$ cat config.mk
export PLATFORM = sky130hd
export DESIGN_NAME = sequencia_tx_flat
export DESIGN_NICKNAME = d
export VERILOG_FILES = /design/src/rtl/sequencia_pkg.sv /design/src/rtl/sequencia_tx_if.sv /design/src/rtl/sequencia_lfsr.sv /design/src/rtl/sequencia_tx.sv /design/src/flat_wrapper.sv
export SDC_FILE = /design/constraint.sdc
export NUM_CORES = 1
export LEC_CHECK = 0
export ABC_AREA = 1
export CAP_MARGIN = 0
export CORE_ASPECT_RATIO = 0.8
export CORE_MARGIN = 5
export CORE_UTILIZATION = 54
export DETAILED_ROUTE_END_ITERATION = 8
export HOLD_SLACK_MARGIN = 0.03
export PLACE_DENSITY = 0.78
export SLEW_MARGIN = 20
export SYNTH_ARGS = -nofsm -noshare
export SYNTH_HDL_FRONTEND = slang
export SYNTH_SLANG_ARGS = --single-unit
$ cat constraint.sdc
create_clock -name clk -period 2.1 [get_ports clk]
set_input_delay 0.42 -clock clk [delete_from_list [all_inputs] [get_ports clk]]
set_output_delay 0.42 -clock clk [all_outputs]
set_load 0.02 [all_outputs]
$ cat src/rtl/sequencia_pkg.sv
// Shared definitions for the sequencia serial pattern transmitter.
// Contents:
//   state_e    - transmitter FSM states (IDLE, ARM, PRE, SEND, DONE)
//   WIDTH_DEF  - default bits per transmitted word
//   LFSR_SEED  - reset value of the optional preamble LFSR
//   LFSR_TAPS  - feedback mask for taps 8,6,5,4 (bits 7,5,4,3)
//   lfsr_next  - one Fibonacci LFSR step, shifting left
// The LFSR items are only consumed when SEQUENCIA_TX_LFSR_EN is defined.
package sequencia_pkg;

  localparam int WIDTH_DEF = 8;

  localparam logic [7:0] LFSR_SEED = 8'hA5;
  localparam logic [7:0] LFSR_TAPS = 8'hB8;

  typedef enum logic [2:0] {
    ST_IDLE,
    ST_ARM,
    ST_PRE,
    ST_SEND,
    ST_DONE
  } state_e;

  // Feedback is the XOR of the tapped bits; it enters at bit 0 so the
  // oldest bit leaves through bit 7.
  function automatic logic [7:0] lfsr_next(input logic [7:0] s);
    return {s[6:0], ^(s & LFSR_TAPS)};
  endfunction

endpackage

$ cat src/rtl/sequencia_tx_if.sv
// Interface bundling the configuration, trigger and serial output signals
// of the sequencia transmitter.
// Signals:
//   setar_palavra, palavra      - word register write strobe and data
//   setar_prefixo, prefixo_len  - preamble length write strobe and data
//   start                       - level trigger (rising edge starts a frame)
//   start_out, bit_out, bit_valid, ocupado, concluido - transmitter outputs
// Modports:
//   master - the controlling side (drives config/start, observes outputs)
//   slave  - the transmitter itself
interface sequencia_tx_if #(
  parameter int WIDTH = 8,
  parameter int PRE_W = 4
);

  logic             setar_palavra;
  logic [WIDTH-1:0] palavra;
  logic             setar_prefixo;
  logic [PRE_W-1:0] prefixo_len;
  logic             start;
  logic             start_out;
  logic             bit_out;
  logic             bit_valid;
  logic             ocupado;
  logic             concluido;

  modport master (
    output setar_palavra, palavra, setar_prefixo, prefixo_len, start,
    input  start_out, bit_out, bit_valid, ocupado, concluido
  );

  modport slave (
    input  setar_palavra, palavra, setar_prefixo, prefixo_len, start,
    output start_out, bit_out, bit_valid, ocupado, concluido
  );

endinterface

$ cat src/rtl/sequencia_lfsr.sv
// 8-bit Fibonacci LFSR (taps 8,6,5,4) used as the preamble filler source.
// Only compiled when SEQUENCIA_TX_LFSR_EN is defined.
// Ports:
//   clk    - rising-edge clock
//   rst_n  - asynchronous active-low reset, reseeds to LFSR_SEED
//   en_i   - advance one step at this edge
//   bit_o  - current filler bit (state bit 7)
`ifdef SEQUENCIA_TX_LFSR_EN
module sequencia_lfsr
  import sequencia_pkg::*;
(
  input  logic clk,
  input  logic rst_n,
  input  logic en_i,
  output logic bit_o
);

  logic [7:0] lfsr_q;
  logic [7:0] lfsr_d;

  always_comb begin
    lfsr_d = lfsr_q;
    if (en_i) lfsr_d = lfsr_next(lfsr_q);
  end

  always_ff @(posedge clk or negedge rst_n) begin
    if (!rst_n) lfsr_q <= LFSR_SEED;
    else        lfsr_q <= lfsr_d;
  end

  assign bit_o = lfsr_q[7];

endmodule
`endif

$ cat src/rtl/sequencia_tx.sv
// Serial pattern transmitter. On a rising edge of bus.start it raises the
// framing strobe, waits one ARM cycle, sends prefixo_len filler bits and
// then the programmed word MSB-first, one bit per clock, and pulses
// concluido after the last bit.
// Ports:
//   clk    - rising-edge clock
//   rst_n  - asynchronous active-low reset, clears all state and outputs
//   bus    - sequencia_tx_if.slave (configuration, trigger, serial outputs)
// Build option:
//   SEQUENCIA_TX_LFSR_EN - filler bits come from an 8-bit LFSR instead of 0.
module sequencia_tx
  import sequencia_pkg::*;
#(
  parameter int WIDTH = WIDTH_DEF,
  parameter int PRE_W = 4
) (
  input  logic            clk,
  input  logic            rst_n,
  sequencia_tx_if.slave   bus
);

  // One down-counter serves both the preamble and the word phase, so it
  // must hold either the largest preamble length or WIDTH-1.
  localparam int CNT_W = (PRE_W > $clog2(WIDTH)) ? PRE_W : $clog2(WIDTH);

  state_e           state_q, state_d;
  logic             start_prev_q;
  logic [WIDTH-1:0] word_q, word_d;
  logic [PRE_W-1:0] pre_len_q, pre_len_d;
  logic [WIDTH-1:0] shift_q, shift_d;
  logic [CNT_W-1:0] cnt_q, cnt_d;
  logic             start_out_q, start_out_d;
  logic             bit_out_q, bit_out_d;
  logic             bit_valid_q, bit_valid_d;
  logic             ocupado_q, ocupado_d;
  logic             concluido_q, concluido_d;
  logic             start_rise;
  logic             filler;

  assign start_rise = bus.start & ~start_prev_q;

`ifdef SEQUENCIA_TX_LFSR_EN
  // The LFSR steps on exactly those edges that load a filler bit into
  // bit_out, so each emitted filler bit consumes one LFSR state.
  logic fill_en;

  assign fill_en = ((state_q == ST_ARM) && (cnt_q != '0)) ||
                   ((state_q == ST_PRE) && (cnt_q != CNT_W'(1)));

  sequencia_lfsr u_lfsr (
    .clk   (clk),
    .rst_n (rst_n),
    .en_i  (fill_en),
    .bit_o (filler)
  );
`else
  assign filler = 1'b0;
`endif

  always_comb begin
    state_d     = state_q;
    word_d      = bus.setar_palavra ? bus.palavra     : word_q;
    pre_len_d   = bus.setar_prefixo ? bus.prefixo_len : pre_len_q;
    shift_d     = shift_q;
    cnt_d       = cnt_q;
    start_out_d = start_out_q;
    bit_out_d   = bit_out_q;
    bit_valid_d = bit_valid_q;
    ocupado_d   = ocupado_q;
    concluido_d = 1'b0;

    unique case (state_q)
      ST_IDLE: begin
        // Latching uses the pre-write register values, so a write in the
        // same cycle as the trigger only affects the following frame.
        if (start_rise) begin
          state_d     = ST_ARM;
          start_out_d = 1'b1;
          ocupado_d   = 1'b1;
          shift_d     = word_q;
          cnt_d       = CNT_W'(pre_len_q);
        end
      end

      ST_ARM: begin
        bit_valid_d = 1'b1;
        if (cnt_q != '0) begin
          state_d   = ST_PRE;
          bit_out_d = filler;
        end else begin
          state_d   = ST_SEND;
          bit_out_d = shift_q[WIDTH-1];
          shift_d   = {shift_q[WIDTH-2:0], 1'b0};
          cnt_d     = CNT_W'(WIDTH - 1);
        end
      end

      ST_PRE: begin
        // cnt_q counts the filler bits still to be shown, including the
        // one currently on bit_out.
        if (cnt_q == CNT_W'(1)) begin
          state_d   = ST_SEND;
          bit_out_d = shift_q[WIDTH-1];
          shift_d   = {shift_q[WIDTH-2:0], 1'b0};
          cnt_d     = CNT_W'(WIDTH - 1);
        end else begin
          bit_out_d = filler;
          cnt_d     = cnt_q - CNT_W'(1);
        end
      end

      ST_SEND: begin
        // cnt_q counts the word bits still to come after the current one.
        if (cnt_q == '0) begin
          state_d     = ST_DONE;
          start_out_d = 1'b0;
          bit_valid_d = 1'b0;
          bit_out_d   = 1'b0;
          concluido_d = 1'b1;
        end else begin
          bit_out_d = shift_q[WIDTH-1];
          shift_d   = {shift_q[WIDTH-2:0], 1'b0};
          cnt_d     = cnt_q - CNT_W'(1);
        end
      end

      ST_DONE: begin
        state_d   = ST_IDLE;
        ocupado_d = 1'b0;
      end

      default: begin
        state_d     = ST_IDLE;
        start_out_d = 1'b0;
        bit_out_d   = 1'b0;
        bit_valid_d = 1'b0;
        ocupado_d   = 1'b0;
      end
    endcase
  end

  always_ff @(posedge clk or negedge rst_n) begin
    if (!rst_n) begin
      state_q      <= ST_IDLE;
      start_prev_q <= 1'b0;
      word_q       <= '0;
      pre_len_q    <= '0;
      shift_q      <= '0;
      cnt_q        <= '0;
      start_out_q  <= 1'b0;
      bit_out_q    <= 1'b0;
      bit_valid_q  <= 1'b0;
      ocupado_q    <= 1'b0;
      concluido_q  <= 1'b0;
    end else begin
      state_q      <= state_d;
      start_prev_q <= bus.start;
      word_q       <= word_d;
      pre_len_q    <= pre_len_d;
      shift_q      <= shift_d;
      cnt_q        <= cnt_d;
      start_out_q  <= start_out_d;
      bit_out_q    <= bit_out_d;
      bit_valid_q  <= bit_valid_d;
      ocupado_q    <= ocupado_d;
      concluido_q  <= concluido_d;
    end
  end

  assign bus.start_out = start_out_q;
  assign bus.bit_out   = bit_out_q;
  assign bus.bit_valid = bit_valid_q;
  assign bus.ocupado   = ocupado_q;
  assign bus.concluido = concluido_q;

endmodule

$ cat src/flat_wrapper.sv
// flat-port wrapper written by rule: the top's interface ports become plain ports
module sequencia_tx_flat import sequencia_pkg::*;
#(
  parameter int WIDTH = WIDTH_DEF,
  parameter int PRE_W = 4
)
  (clk, rst_n, bus_setar_palavra, bus_palavra, bus_setar_prefixo, bus_prefixo_len, bus_start, bus_start_out, bus_bit_out, bus_bit_valid, bus_ocupado, bus_concluido);
  sequencia_tx_if #(.WIDTH(WIDTH), .PRE_W(PRE_W)) bus_i ();
  input  logic clk;
  input  logic rst_n;
  input wire logic [$bits(bus_i.setar_palavra)-1:0] bus_setar_palavra;
  input wire logic [$bits(bus_i.palavra)-1:0] bus_palavra;
  input wire logic [$bits(bus_i.setar_prefixo)-1:0] bus_setar_prefixo;
  input wire logic [$bits(bus_i.prefixo_len)-1:0] bus_prefixo_len;
  input wire logic [$bits(bus_i.start)-1:0] bus_start;
  output wire logic [$bits(bus_i.start_out)-1:0] bus_start_out;
  output wire logic [$bits(bus_i.bit_out)-1:0] bus_bit_out;
  output wire logic [$bits(bus_i.bit_valid)-1:0] bus_bit_valid;
  output wire logic [$bits(bus_i.ocupado)-1:0] bus_ocupado;
  output wire logic [$bits(bus_i.concluido)-1:0] bus_concluido;
  assign bus_i.setar_palavra = bus_setar_palavra;
  assign bus_i.palavra = bus_palavra;
  assign bus_i.setar_prefixo = bus_setar_prefixo;
  assign bus_i.prefixo_len = bus_prefixo_len;
  assign bus_i.start = bus_start;
  assign bus_start_out = bus_i.start_out;
  assign bus_bit_out = bus_i.bit_out;
  assign bus_bit_valid = bus_i.bit_valid;
  assign bus_ocupado = bus_i.ocupado;
  assign bus_concluido = bus_i.concluido;
  sequencia_tx #(.WIDTH(WIDTH), .PRE_W(PRE_W)) u_core (.clk(clk), .rst_n(rst_n), .bus(bus_i));
endmodule
## Word level (Yosys, flattened, before mapping)

Cells that the tools add are included.

- Bits in registers: 33
- Input port bits: 17
- Output and inout port bits: 5
- Logic and storage cells: 67

- $add $sub $neg: 1
- Equal/unequal tests: 10
- Muxes and demuxes: 26
- Bitwise logic cells: 5
- Reduce and logical (&&, ||, !) cells: 14

Operators by type and width:

| cell | number |
|---|---|
| two-way mux 8 bit | 4 |
| one-hot mux 8 bit (4 select lines) | 1 |
| two-way mux 4 bit | 4 |
| one-hot mux 4 bit (4 select lines) | 1 |
| one-hot mux 3 bit (4 select lines) | 1 |
| two-way mux 3 bit | 3 |
| OR reduction 3 bit | 3 |
| two-way mux 1 bit | 8 |
| nonzero test 4 bit | 2 |
| == test 3 x 2 -> 1 bit, second input constant | 2 |
| inequality test 2 x 1 -> 1 bit, second input constant | 3 |
| one-hot mux 1 bit (3 select lines) | 2 |
| AND reduction 3 bit | 2 |
| AND reduction 5 bit | 1 |
| == test 4 x 1 -> 1 bit, second input constant | 1 |
| zero test 4 bit | 1 |
| inequality test 2 bit, second input constant | 2 |
| NOT 1 bit | 4 |
| one-hot mux 1 bit (4 select lines) | 1 |
| AND reduction 2 bit | 2 |
| AND reduction 4 bit | 1 |
| subtractor 4 x 1 -> 4 bit, second input constant | 1 |
| == test 3 x 1 -> 1 bit, second input constant | 1 |
| == test 3 bit, second input constant | 1 |
| 4 further kinds | 4 |

## Longest topological paths before layout

Gate-level depths: netlist of the first run.

- Word-level depth: 4
- Depth in mapped cells: 9
- Mapped depth without buffers: 9

## Least setup slack after synthesis of the first run

No wires, ideal clock.

- Kind: register -> register
- Start: register u_core.cnt_q[0]
- End: register u_core.cnt_q[0]
- Setup time: 0.074 ns
- Data arrival time: 1.432 ns
- Required time: 2.026 ns
- Setup slack: 0.595 ns
- Cell stages (with the launch flop): 8
- Buffers on the path: 1
- Clock period less this slack: 1.505 ns
- Cell sequence: dfrtp_1 > inv_1 > ha_1 > nand3_2 > a21oi_2 > buf_6 > nand3_4 > o21ai_2

- Cells in the longest elaborated chain, start to end: 3
- Elaborated cells between the ends (all ways): 10
- Those cells by class: 1 x add/sub; 3 x eq/ne; 3 x mux; 3 x reduce/logical

RTL lines:

| what | RTL line | RTL |
|---|---|---|
| start: declaration | sequencia_tx.sv:31 | `logic [CNT_W-1:0] cnt_q, cnt_d;` |
| start signal: assignment | sequencia_tx.sv:161 | `cnt_q <= cnt_d;` |
| subtractor 4 x 1 -> 4 bit (tied with other cells) | sequencia_tx.sv:108, sequencia_tx.sv:123 |  |
| two-way mux 4 bit (tied with other cells) | sequencia_tx.sv:114 | `if (cnt_q == '0) begin` |
| one-hot mux 4 bit (4 select lines) / AND reduction 4 bit (equally long branches) | -- |  |

Several ways; a longest one is shown, not always the timed one. The select of a mux whose other input is x is not followed.
A chain may end at the register's enable or synchronous reset.

## Worst setup path after layout of the first run

- Start: input port bus_start
- End: register u_core.shift_q[3]

- Cells in the longest elaborated chain, start to end: 3

RTL lines:

| what | RTL line | RTL |
|---|---|---|
| start: declaration | flat_wrapper.sv:15 | `input wire logic [$bits(bus_i.start)-1:0] bus_start;` |
| AND 1 bit | sequencia_tx.sv:40 | `assign start_rise = bus.start & ~start_prev_q;` |
| inequality test 2 x 1 -> 1 bit (no line) | -- |  |
| AND reduction 5 bit (no line) | -- |  |
| end signal: assignment | sequencia_tx.sv:160 | `shift_q <= shift_d;` |
| end: declaration | sequencia_tx.sv:30 | `logic [WIDTH-1:0] shift_q, shift_d;` |

Every way passes these cells.

==> reports/metrics.cfg, run 1 <==
[clocking]
cts_tree = built
cts_buffers = 5
clockBufferDepth = 2
root_buffer = clkbuf_8
ctsHoldBuffers = 0
htreeDepth = 2
cts_sinks = 33
insertion_delay_ps = 280
postCtsSetupRepairBufs = 0
clk_pin_slew_ps = 70
cts_resized = 0

[finish]
drive_gt1_share_pct = 15.0
final_common_cell = nand2_1
post-route-util_pct = 67.4
n_fill_cell = 248
insertedDiodeCount = 0
layout.nets = 245
most-common-layout-cells = 63 x nand2_1, 33 x dfrtp_1, 21 x clkdlybuf4s50_1
area_growth_pct = 20.9
regArea_um2 = 826
multi_input_area_um2 = 752

[timing]
rsz0062_at_grt = no
maxSlewViolCount = 0
relSlewSlack_pct = 67.7
min_period_over_period_pct = 82.2
min_period_ps = 1730
worst_slew_pin_slew_ps = 483
holdWs_ps = 480
timing.fmax_ghz = 0.579
fin_worst_skew_ps = 9.05
hold_violations = 0
setup_viol = 0
setup_tns_ps = 0

[global_route]
antenna_found_initial = 0
first_global_vias = 1325
overflow = 0
grt_start_max_net_pins = 22
grt.total_usage_pct = 17.6
grt_pass1_wl_mm = 5.80

[routing]
viasPerCell = 5.20
vias = 1384
drt_wl_total_mm = 3.33
drt-pass1-iter-count = 4
first_iter_violations = 60
ant_nets = 0
wl_per_cell_um = 12.5
drc_errors = 0

[place]
port_buffers = 21
gp_congestion = 0.796
dp_hpwl_mm = 2.45

[setup_path]
cpMostUsedCell = nand2_1
reg2regPathDepth = 8
cpMaxStageDelayCell = clkdlybuf4s50_1
critPathKind = input pin to register
crit_path_end_kind = register
crit_path_max_fanout = 13
crit_chain = clkdlybuf4s50_1 -> inv_1 -> nor2_1 -> nor2_4 -> nor2_8 -> nand3_4 -> nand2_1 -> nand2_1
critPathMaxStageDelay_ps = 480
crit_required_ps = 2280
reg2reg_from = u_core.cnt_q[0]$_DFFE_PN0P_
reg2reg_to = u_core.shift_q[3]$_DFFE_PN0P_
cp_data_arrival_time_ps = 1900
r2r_slack_ps = 390
crit_path_start_kind = input pin

[power_and_ir_drop]
power_leakage_nw = 1.01
ir_drop_mv = 0.848
power.density_nw_per_um2 = 1430

[logic_synthesis]
synth-main-ff-cell = dfrtp_1
avgSynthCellArea_um2 = 8.59
synth-seq-cells = 33
syn_nets = 219
syn_area_um2 = 1710
ys_types = 30
async_flop_share_pct = 100
synthCells = 199
yosysSeqAreaShare_pct = 48.3
ys_warn_count = 0
synth_edf_count = 0

[die]
die_x_um = 72.9
row_count = 18
initial_utilization_pct = 55.8
die_h_um = 60.3
dieArea_um2 = 4400
core_area_um2 = 3060
io_pins = 22

[flow_run]
drv_cap = 0

[min_path]
hp-class = input pin to asynchronous set/reset pin

[outcome]
outcome = finished clean

-- cells in the mapped netlist, types with 2 or more instances --
cell	number	area share [%]
nor2_2	2	0.73
ha_1	3	2.2
o21ai_1	2	0.59
a21oi_1	3	0.88
dfrtp_1	33	48
nand3_4	3	3.1
o21ai_0	18	5.3
nor2_4	4	2.6
nand2_1	63	14
nand2_2	3	1.1
inv_2	5	1.1
inv_1	17	3.7
nand3_1	7	2.0
nand4_1	10	3.7
nor2_1	11	2.4
-- stage by stage --
stage / setup WS (ps) / std cells / total power, mW / cell area (um2)
4_1_cts: 372 / 266 / 2.97 / 2070
3_3_place_gp: 153 / 258 / 2.28 / 1950
5_1_grt: 271 / 266 / 3.19 / 2070
3_5_place_dp: 80.4 / 258 / 2.34 / 1950
2_1_floorplan: 595 / 199 / 2.06 / 1710
6_report: 374 / 266 / 2.95 / 2070
-- kinds of logic (layout without fill, tap and decap cells) --
group / after synthesis / count (layout) / share of synthesized area, %
DFF: 33 / 33 / 48.3
buffers and inverters: 28 / 55 / 7.69
AOI/OAI and AO/OA: 26 / 26 / 8.27
muxes: 1 / 1 / 0.659
adders and majority gates: 3 / 3 / 2.20
and+or+nand+nor: 107 / 107 / 32.4
xor gates and xnor gates: 1 / 1 / 0.513
-- area by class of cell --
type	count	share of cell area [%]
multi-input combinational	138	36.4
inverter	23	4.30
sequential	33	40.0
tap	40	2.42
timing repair buffer	24	11.3
clock buffer	7	4.18
clock inverter	1	1.45
-- registers in the layout, indices dropped and copies added (netlist names) --
signal                count
u_core.cnt_q              4
u_core.word_q             8
u_core.bus.concluido      1
u_core.pre_len_q          4
u_core.bus.start_out      1
u_core.state_q            3
u_core.bus.bit_valid      1
u_core.bus.bit_out        1
u_core.bus.ocupado        1
u_core.start_prev_q       1
u_core.shift_q            8
-- where the power goes --
group	internal, mW	switching [mW]	leakage [nW]
sequential	0.818	0.148	0.407
combinational	0.503	0.870	0.541
clock	0.387	0.224	0.0585
total	1.71	1.24	1.01
-- worst max path at each step --
stage,start,to,slack [ps],cells after the start
after global placement,bus_start,u_core.shift_q[4]$_DFFE_PN0P_,150,8
after floorplan,u_core.cnt_q[0]$_DFFE_PN0P_,u_core.cnt_q[0]$_DFFE_PN0P_,590,7
final,bus_start,u_core.shift_q[3]$_DFFE_PN0P_,370,8
after global routing,u_core.cnt_q[0]$_DFFE_PN0P_,u_core.shift_q[5]$_DFFE_PN0P_,270,8
after CTS,bus_start,u_core.shift_q[3]$_DFFE_PN0P_,370,8
after detailed placement,bus_start,u_core.shift_q[3]$_DFFE_PN0P_,80,8
-- worst max-delay path: cells and delay by family --
kind / cells / cell delay [ps]
buffers and inverters: 2 / 530
AND/OR/NAND/NOR: 6 / 950
-- metal layers --
layer	vias to the layer above	global-route usage, %	wire (um)
met5	-	0	0
met4	0	7.11	46
met3	5	7.23	171
met2	27	28.8	1650
met1	663	20.8	1470
li1	689	-	-
No activity file was read; power rests on OpenSTA's default activity.
==> inputs of run 2 (changes only) <==
==> constraint.sdc (replaced) <==
create_clock -name clk -period 1.7 [get_ports clk]
set_input_delay 0.34 -clock clk [delete_from_list [all_inputs] [get_ports clk]]
set_output_delay 0.34 -clock clk [all_outputs]
set_load 0.02 [all_outputs]
==> run 2 against run 1 <==
  * Clock power shrank 8.2%
  * Wire length grew 3.6%
  * Worst setup slack lost 270 ps
  * Total power grew 22%
  * Count of clock-buffer cells in the layout shrank 1
  * Sequential share of layout area shrank 0.31 points
  * Combinational power grew 36%
  * Via count shrank 1.8%
  * Largest cell class unchanged
  * Largest power group unchanged
==> reports/metrics.cfg, run 2 (synthesis gave the netlist of run 1 again) <==
[clocking]
root_buffer = clkbuf_8
htreeDepth = 2
postCtsSetupRepairBufs = 0
clk_pin_slew_ps = 70
clockBufferDepth = 2
insertion_delay_ps = 290
cts_buffers = 5
cts_resized = 0
cts_tree = built
ctsHoldBuffers = 0
cts_sinks = 33

[timing]
min_period_over_period_pct = 93.8
min_period_ps = 1590
setup_viol = 0
fin_worst_skew_ps = 7.56
holdWs_ps = 457
rsz0062_at_grt = no
maxSlewViolCount = 0
worst_slew_pin_slew_ps = 438
timing.fmax_ghz = 0.627
relSlewSlack_pct = 70.7
hold_violations = 0

[finish]
finalNonFillerCells = 269
design_area_um2 = 2080
drive_gt1_share_pct = 16.6
area_growth_pct = 21.8
final_common_cell = nand2_1
insertedDiodeCount = 0
n_fill_cell = 259
top_regs = u_core.shift_q x8, u_core.word_q x8
regArea_um2 = 826
post-route-util_pct = 68.0
most-common-layout-cells = 63 x nand2_1, 33 x dfrtp_1, 21 x clkdlybuf4s50_1
multi_input_area_um2 = 767
layout.nets = 248

[setup_path]
crit_path_start_kind = register
crit_family = buffers and inverters
crit_path_end_kind = output port
cp_data_arrival_time_ps = 1250
cpMaxStageDelayCell = clkdlybuf4s50_1
crit_path_max_fanout = 2
crit_chain = clkdlybuf4s50_1
crit_required_ps = 1360
critPathMaxStageDelay_ps = 610
cp_num_buf_inv = 1
critPathKind = register to output port

[routing]
first_iter_violations = 92
vias = 1359
drt-pass1-iter-count = 4
viasPerCell = 5.05
drt_wl_total_mm = 3.45
ant_nets = 0
wl_per_cell_um = 12.8
drc_errors = 0

[power_and_ir_drop]
power.density_nw_per_um2 = 1740
fin_total_pwr_mw = 3.61
ir_drop_mv = 0.851
power_leakage_nw = 1.01

[place]
gp_congestion = 0.793
port_buffers = 21
dp_hpwl_mm = 2.52
dp.cells = 261
post_dp_cell_area_um2 = 1980

[global_route]
first_global_vias = 1364
antenna_found_initial = 0
grt_pass1_wl_mm = 6.04
grt_start_max_net_pins = 34
overflow = 0
grt.total_usage_pct = 18.3

[die]
core_area_um2 = 3060
die_x_um = 72.9
die_h_um = 60.3
row_count = 18
dieArea_um2 = 4400
io_pins = 22
initial_utilization_pct = 55.8

[flow_run]
drv_cap = 0

[min_path]
hp-class = input pin to asynchronous set/reset pin

[outcome]
outcome = finished clean

run 2: worst paths after layout:
path | start | to | slack (ps) | cells past startpoint
setup / recovery | u_core.bus.ocupado$_DFFE_PN0P_ | bus_ocupado | 110 | 1
hold / removal | rst_n | u_core.shift_q[0]$_DFFE_PN0P_ | 460 | 2
setup reg to reg | u_core.cnt_q[0]$_DFFE_PN0P_ | u_core.shift_q[7]$_DFFE_PN0P_ | 130 | 8
hold reg to reg | u_core.bus.start_out$_DFFE_PN0P_ | u_core.bus.start_out$_DFFE_PN0P_ | 480 | 2
max in group asynchronous | rst_n | u_core.cnt_q[2]$_DFFE_PN0P_ | 930 | 2
min in group clk | u_core.bus.start_out$_DFFE_PN0P_ | u_core.bus.start_out$_DFFE_PN0P_ | 480 | 2
run 2: stage by stage:
step / setup TNS, ps / setup slack, ps
2_1_floorplan: 0 / 195
3_3_place_gp: 0 / 5.65
3_5_place_dp: -308 / -45.7
4_1_cts: 0 / 30.8
5_1_grt: 0 / 17.8
6_report: 0 / 105
run 2: power by group:
part | leakage (nW) | total [mW] | switching, mW | internal, mW
sequential | 0.407 | 1.19 | 0.184 | 1.01
combinational | 0.561 | 1.86 | 1.14 | 0.722
clock | 0.0450 | 0.561 | 0.278 | 0.283
total | 1.01 | 3.61 | 1.60 | 2.02
run 2: final cells by class:
cell class                 instances  share of cell area [%]
timing repair buffer              27                    12.9
clock buffer                       6                    3.49
clock inverter                     2                   0.481
sequential                        33                    39.7
inverter                          23                    4.27
tap                               40                    2.40
multi-input combinational        138                    36.8
run 2: per-layer routing:
metal	routed length [um]	part of all wire [%]	vias to the layer above	track usage, %
met2	1670	49	30	30.2
li1	-	-	695	-
met1	1570	46	628	22.0
met4	46	1.3	0	7.37
met5	0	0	-	0
met3	157	4.6	6	6.89
